### src/rtl/i2c_scl_gen.sv
// I2C SCL generator: per-mode half-periods, clock-stretch aware, with
// single-cycle SDA-change / SDA-sample / period-end strobes.
module i2c_scl_gen #(
  parameter int CNT_W    = 12,
  parameter int HALF_SM  = 2500,
  parameter int HALF_FM  = 625,
  parameter int HALF_FMP = 250,
  parameter int HALF_HS  = 74
) (
  input  logic       clk_in,
  input  logic       rst_n,
  input  logic       en,
  input  logic [1:0] clk_config,
  input  logic       scl_in,
  output logic       scl_out,
  output logic       busy,
  output logic       sda_en,
  output logic       sample_stb,
  output logic       period_end,
  output logic       stretching
);

  // Half-periods below 2 would make the mid-phase strobes collide with the
  // phase boundaries, so every mode is clamped to 2.
  localparam int SM_C  = (HALF_SM  < 2) ? 2 : HALF_SM;
  localparam int FM_C  = (HALF_FM  < 2) ? 2 : HALF_FM;
  localparam int FMP_C = (HALF_FMP < 2) ? 2 : HALF_FMP;
  localparam int HS_C  = (HALF_HS  < 2) ? 2 : HALF_HS;
  localparam logic [CNT_W-1:0] L_SM  = SM_C[CNT_W-1:0];
  localparam logic [CNT_W-1:0] L_FM  = FM_C[CNT_W-1:0];
  localparam logic [CNT_W-1:0] L_FMP = FMP_C[CNT_W-1:0];
  localparam logic [CNT_W-1:0] L_HS  = HS_C[CNT_W-1:0];

  typedef enum logic [1:0] {
    ST_IDLE = 2'd0,
    ST_LOW  = 2'd1,
    ST_HIGH = 2'd2
  } state_t;

  state_t           r_state;
  state_t           w_state_next;
  logic [CNT_W-1:0] r_cnt;
  logic [CNT_W-1:0] w_cnt_next;
  logic [CNT_W-1:0] r_half;
  logic [CNT_W-1:0] w_half_sel;
  logic [CNT_W-1:0] w_half_m1;
  logic [CNT_W-1:0] w_half_mid;
  logic             r_sync1;
  logic             r_sync2;
  logic             w_scl_s;
  logic             w_latch;
  logic             w_sda_cond;
  logic             w_samp_cond;
  logic             w_pe_next;
  logic             w_str_next;

  logic r_scl_out;
  logic r_busy;
  logic r_sda_en;
  logic r_sample_stb;
  logic r_period_end;
  logic r_stretching;

  assign w_scl_s    = r_sync2;
  assign w_half_m1  = r_half - CNT_W'(1);
  assign w_half_mid = r_half >> 1;

  always_comb begin
    case (clk_config)
      2'b00:   w_half_sel = L_SM;
      2'b01:   w_half_sel = L_FM;
      2'b10:   w_half_sel = L_FMP;
      default: w_half_sel = L_HS;
    endcase
  end

  always_comb begin
    w_state_next = r_state;
    w_cnt_next   = r_cnt;
    w_latch      = 1'b0;
    w_sda_cond   = 1'b0;
    w_samp_cond  = 1'b0;
    case (r_state)
      ST_IDLE: begin
        w_cnt_next = '0;
        if (en) begin
          w_state_next = ST_LOW;
          w_latch      = 1'b1;
        end
      end
      ST_LOW: begin
        w_sda_cond = (r_cnt == w_half_mid);
        if (r_cnt == w_half_m1) begin
          w_state_next = ST_HIGH;
          w_cnt_next   = '0;
        end else begin
          w_cnt_next = r_cnt + CNT_W'(1);
        end
      end
      ST_HIGH: begin
        // Counter freezes while the bus is held low by a slave.
        if (w_scl_s) begin
          w_samp_cond = (r_cnt == w_half_mid);
          if (r_cnt == w_half_m1) begin
            w_cnt_next = '0;
            if (en) begin
              w_state_next = ST_LOW;
              w_latch      = 1'b1;
            end else begin
              w_state_next = ST_IDLE;
            end
          end else begin
            w_cnt_next = r_cnt + CNT_W'(1);
          end
        end
      end
      default: begin
        w_state_next = ST_IDLE;
        w_cnt_next   = '0;
      end
    endcase
  end

  // period_end and stretching are computed one cycle ahead (r_sync1 is the
  // next scl_s) so the registered strobe lands on the HIGH cycle it describes.
  assign w_pe_next  = (w_state_next == ST_HIGH) && r_sync1 && (w_cnt_next == w_half_m1);
  assign w_str_next = (w_state_next == ST_HIGH) && !r_sync1;

  always_ff @(posedge clk_in or negedge rst_n) begin
    if (!rst_n) begin
      r_sync1      <= 1'b1;
      r_sync2      <= 1'b1;
      r_state      <= ST_IDLE;
      r_cnt        <= '0;
      r_half       <= L_SM;
      r_scl_out    <= 1'b1;
      r_busy       <= 1'b0;
      r_sda_en     <= 1'b0;
      r_sample_stb <= 1'b0;
      r_period_end <= 1'b0;
      r_stretching <= 1'b0;
    end else begin
      r_sync1      <= scl_in;
      r_sync2      <= r_sync1;
      r_state      <= w_state_next;
      r_cnt        <= w_cnt_next;
      if (w_latch) begin
        r_half <= w_half_sel;
      end
      r_scl_out    <= (w_state_next != ST_LOW);
      r_busy       <= (w_state_next != ST_IDLE);
      r_sda_en     <= w_sda_cond;
      r_sample_stb <= w_samp_cond;
      r_period_end <= w_pe_next;
      r_stretching <= w_str_next;
    end
  end

  assign scl_out    = r_scl_out;
  assign busy       = r_busy;
  assign sda_en     = r_sda_en;
  assign sample_stb = r_sample_stb;
  assign period_end = r_period_end;
  assign stretching = r_stretching;

endmodule

### config.mk
export PLATFORM = sky130hd
export DESIGN_NAME = i2c_scl_gen
export DESIGN_NICKNAME = d
export VERILOG_FILES = /design/src/rtl/i2c_scl_gen.sv
export SDC_FILE = /design/constraint.sdc
export NUM_CORES = 1
export LEC_CHECK = 0
export CAP_MARGIN = 20
export CORE_MARGIN = 2
export CORE_UTILIZATION = 55
export DETAILED_ROUTE_END_ITERATION = 10
export DONT_BUFFER_PORTS = 1
export HOLD_SLACK_MARGIN = 0.12
export PLACE_DENSITY = 0.67
export REMOVE_ABC_BUFFERS = 1
export SETUP_SLACK_MARGIN = 0.1
export SYNTH_ARGS = -nofsm -noshare
export SYNTH_HDL_FRONTEND = slang
export SYNTH_SLANG_ARGS = --single-unit
### constraint.sdc
create_clock -name clk_in -period 3.7 [get_ports clk_in]
set_clock_uncertainty 0.2 [all_clocks]
set_input_delay 1.11 -clock clk_in [delete_from_list [all_inputs] [get_ports clk_in]]
set_output_delay 1.11 -clock clk_in [all_outputs]
set_load 0.05 [all_outputs]
-- After elaboration in Yosys (flattened, before gate mapping)
Index checks and enable logic that the tools add are counted.
- flip-flop bits (word level): 34
- input port bits: 6
- output and inout bits: 6
- word-level logic and storage cells: 46
- eq/ne operators: 9
- mux-type cells: 17
- add/subtract/negate cells: 2
- reduce and logical (&&, ||, !) cells: 7
- operator list (operator ; number):
    12-bit case mux with 3 select lines ; 1
    12-bit == test ; 2
    12-bit 2-to-1 mux ; 2
    12-bit case mux with 2 select lines ; 1
    12-bit by 1-bit adder with 12-bit output, second input constant ; 1
    12-bit by 11-bit == test with 1-bit output ; 1
    12-bit by 1-bit subtractor with 12-bit output, second input constant ; 1
    2-bit 2-to-1 mux ; 4
    1-bit 2-to-1 mux ; 7
    2-bit == test, second input constant ; 3
    2-bit case mux with 3 select lines ; 1
    2-bit by 1-bit == test with 1-bit output, second input constant ; 2
    2-bit logical NOT ; 2
    1-bit logical AND ; 3
    2-bit by 1-bit != test with 1-bit output, second input constant ; 1
    1-bit case mux with 2 select lines ; 1
    2-bit nonzero test ; 1
    1-bit logical NOT ; 1

-- Depth between registers and ports, before layout
- depth after elaboration: 8
- gate-level depth with buffers: 13
- gate-level depth less buffers: 10

-- Worst setup path before layout
Ideal clock, no wire load.
- kind: reg2reg
- from: reg r_half[3]
- to: reg r_period_end, in the netlist period_end
- data arrival time: 3.048 ns
- required time: 3.389 ns
- setup slack: 0.341 ns
- buffers on the path: 3
- stages on the path, launching flop included: 14
- clock period less this slack: 3.359 ns
- setup time: 0.111 ns
- cells stage by stage: dfrtp_1 buf_2 inv_1 ha_1 nor3b_2 nor4b_1 a311o_1 buf_2 a311oi_1 or3_1 buf_2 xor2_1 or4_1 a2111oi_2
- elaborated cells between the ends (all ways): 13
- those cells by class: add/sub (1); eq/ne (3); mux (7); reduce/logical (2)
- RTL lines (item ; RTL line ; RTL):
    start, declared ; 44 ; logic [CNT_W-1:0] r_half;
    start signal, assigned ; 148 ; r_half <= w_half_sel;
    12-bit by 1-bit subtractor with 12-bit output * ; 65 ; assign w_half_m1 = r_half - CNT_W'(1);
    12-bit == test * ; 93, 104 ;
    12-bit 2-to-1 mux * ; 93, 104 ;
    12-bit 2-to-1 mux ; 102 ; if (w_scl_s) begin
    12-bit case mux with 2 select lines * ; 83 ; case (r_state)
    named net w_cnt_next[3] ; 43 ; logic [CNT_W-1:0] w_cnt_next;
    12-bit == test * ; 126 ; assign w_pe_next = (w_state_next == ST_HIGH) && r_sync1 && (w_cnt_next == w_half_m1);
    1-bit logical AND * ; 126 ;
    named net w_pe_next ; 54 ; logic w_pe_next;
    end signal, assigned ; 154 ; r_period_end <= w_pe_next;
    end, declared ; 61 ; logic r_period_end;
The timed path passes the listed nets; every way through them passes the cells marked *.
A chain may end at the register's enable or synchronous reset.

-- Worst setup path in the final report
- from: reg r_half[9]
- to: reg r_period_end, in the netlist period_end
- longest elaborated chain between the ends: 8
- elaborated cells between the ends (all ways): 13
- those cells by class: add/sub (1); eq/ne (3); mux (7); reduce/logical (2)
- ends and longest elaborated chain (item ; RTL line):
    12-bit by 1-bit subtractor with 12-bit output * ; 65
    branches (longest 6 deep; another with 12-bit == test) ; --
    1-bit logical AND * ; 126
    named net w_pe_next ; 54
Mark *: on every way through the listed nets, which the timed path passes.

==> flow_summary.ini <==
[floorplanning]
start_util_pct = 58.5
core_mm2 = 0.00374
dieWidth_um = 67.1
die_area_mm2 = 0.00450
die_y_um = 67.1
io_pins = 12
fp-row-count = 22

[detailed_routing]
firstDrtPassIters = 5
drt-initial-drc-count = 195
route.detailed.wl_per_inst_um = 19.2
drcViolationCount = 0
drt-total-wl_um = 5970
antenna_left = 0
routed_via_density = 6.79
vias = 2112

[synth]
syn_inst = 265
synth_top_area_share_pct = 25.1
async_reset_ff_share_pct = 100
synth_edf_count = 0
yosysWarnings = 0
syn_area_per_cell_um2 = 8.27
synth.ff_latch_count = 27
netlist.top_cell.by_area = dfrtp_1
synth.distinct_cells = 60
yosysSeqAreaShare_pct = 31.1
syn_area_mm2 = 0.00219
synth_top_flop_cell = dfrtp_1
synth_area_leaders = dfrtp_1 (25%), dfstp_2 (6.0%), ha_1 (5.7%)

[placed_design]
place_area_mm2 = 0.00226
io_buffers = 0
gp_congestion = 0.978
hpwl_um = 4380

[critical_path]
worstPathMaxFanout = 9
reg2reg_slack_ns = 0.32
crit_required_ns = 3.67
endpoint = period_end$_DFF_PN0_
arrival_ns = 3.35
endpoint_kind = flip-flop
critical_path_class = reg -> reg
start_kind = flip-flop
reg2reg_to = period_end$_DFF_PN0_
reg2reg_from = r_half[9]$_DFFE_PN0P_
startpoint = r_half[9]$_DFFE_PN0P_
reg2reg_depth = 9

[finish]
multi_input_area_mm2 = 0.00139
final.fill_count = 351
finalNetCount = 280
final_core_util_pct = 62.2
postLayoutCellArea_mm2 = 0.00233
n_antenna_cell = 0
final_common_cell = nand2_1
final_layout_size_suffix_gt1_share_pct = 13.7
seqCellArea_um2 = 682
area_growth_pct = 6.34
most-common-layout-cells = nand2_1 (30), dfrtp_1 (22), nor2_1 (15)

[status]
outcome = completed

[global_routing]
antenna_found_initial = 0
grt_max_degree = 28
grt_pass1_vias = 2031
grt-ovfl-total = 0
grt_pass1_wl_um = 10000
gr-usage-all-layers_pct = 29.7

[clock_network]
postCtsHoldBufs = 0
cts_sinks = 27
tritoncts = built
insertion_delay_ns = 0.28
cts_setup_buffers = 0
cts_buffers = 3
cts_resized = 0
cts_max_path_buffers = 2
cts_root_buffer = clkbuf_8
clk_pin_slew_worst_paths_ns = 0.10
htree_num_levels = 1

[power_and_ir_drop]
peakVddDrop_mv = 0.442
power_density_mw_per_mm2 = 591
power_uw = 1380
leakagePower_uw = 0.000962

[job]
drv_cap = 0

[timing]
maxSlewViolCount = 0
hold_ws_ns = 0.194
finalSetupViolations = 0
worst_pin_slew_ns = 0.595
rsz0062_at_grt = false
finalCriticalPeriod_ns = 3.38
hold_viol = 0
timing.fmax_mhz = 296
fin_tns_setup_ns = 0
fin_crit_sh_pct = 91.3
relSlewSlack_pct = 59.9

[hold_path]
hp-class = reg -> reg
min_from = r_sync1$_DFF_PN1_
==> cell usage after synthesis (all sizes together) (2+ instances only) <==
library cell and number:
o221ai 3, nor3b 2, inv 12, or3 8, a21oi 11, a21boi 2, xnor2 6, nand3 10
nor4b 2, and2 2, a31oi 6, or2 4, or4 3, mux2 4, and3 5, o31ai 4
buf 7, mux2i 2, nand2 30, o21a 2, nand2b 6, a221oi 3, nor3 7, and4 2
dfstp 5, nor2b 9, dfrtp 22, nor2 15, o21ai 9, clkbuf 13, nand4 7, xor2 3
ha 10, a311oi 5, nor4 5, o211ai 3
==> critical path: stages (launching register included) <==
cell and delay (ns):
dfrtp_1 0.39, buf_4 0.18, or4b_4 0.54, o211ai_2 0.10, and4_2 0.36, a311oi_1 0.11
or3_1 0.46, xor2_1 0.18, or4_1 0.42, a2111oi_2 0.33
==> flip-flops by register name (all words and copies together), names as in the netlist <==
register / flops
r_half: 5
sample_stb: 1
r_sync2: 1
scl_out: 1
r_cnt: 12
r_sync1: 1
sda_en: 1
r_state: 2
busy: 1
stretching: 1
period_end: 1
==> final cells by class <==
cell class                 instances  share of cell area, %
multi-input combinational        206                   59.6
sequential                        27                   29.3
timing repair buffer              14                   4.51
clock inverter                     1                  0.322
tap                               48                   2.58
clock buffer                       3                   1.77
inverter                          12                   1.93
==> power by group <==
group	switching [µW]	internal (µW)	total [µW]	leakage (µW)
sequential	126	360	486	0.000349
clock	99.8	76.6	176	0.0000217
combinational	415	300	715	0.000591
total	640	737	1380	0.000962
==> layer usage <==
metal  routed length (µm)  vias up  global-route usage, %
met3                  465       32                   5.07
met1                 2470      999                   40.2
li1                     -      973                      -
met4                  222        0                   11.2
met2                 2810      108                   47.5
met5                    0        -                      0
==> cell families after synthesis <==
logic type	share of synthesized area [%]
xor+xnor	3.60
buf+inv	6.28
compound gates	20.6
mux	2.97
flops	31.1
fa+ha+maj	5.71
simple gates	29.7
==> worst min path at each step <==
stage | to | slack, ns | cells past startpoint
floorplan | r_sync2$_DFF_PN1_ | 0.16 | 0
global placement | r_sync2$_DFF_PN1_ | 0.18 | 0
detailed placement | r_sync2$_DFF_PN1_ | 0.18 | 0
CTS | r_sync2$_DFF_PN1_ | 0.20 | 0
global route | r_sync2$_DFF_PN1_ | 0.20 | 0
finish | r_sync2$_DFF_PN1_ | 0.19 | 0
==> metrics by stage <==
stage,std cells,setup WS (ns)
after global routing,311,0.136
after CTS,311,0.247
final,311,0.324
after global placement,307,0.380
after detailed placement,307,0.288
after floorplan,245,0.370
Note: power is estimated with default switching activity, not from simulation.
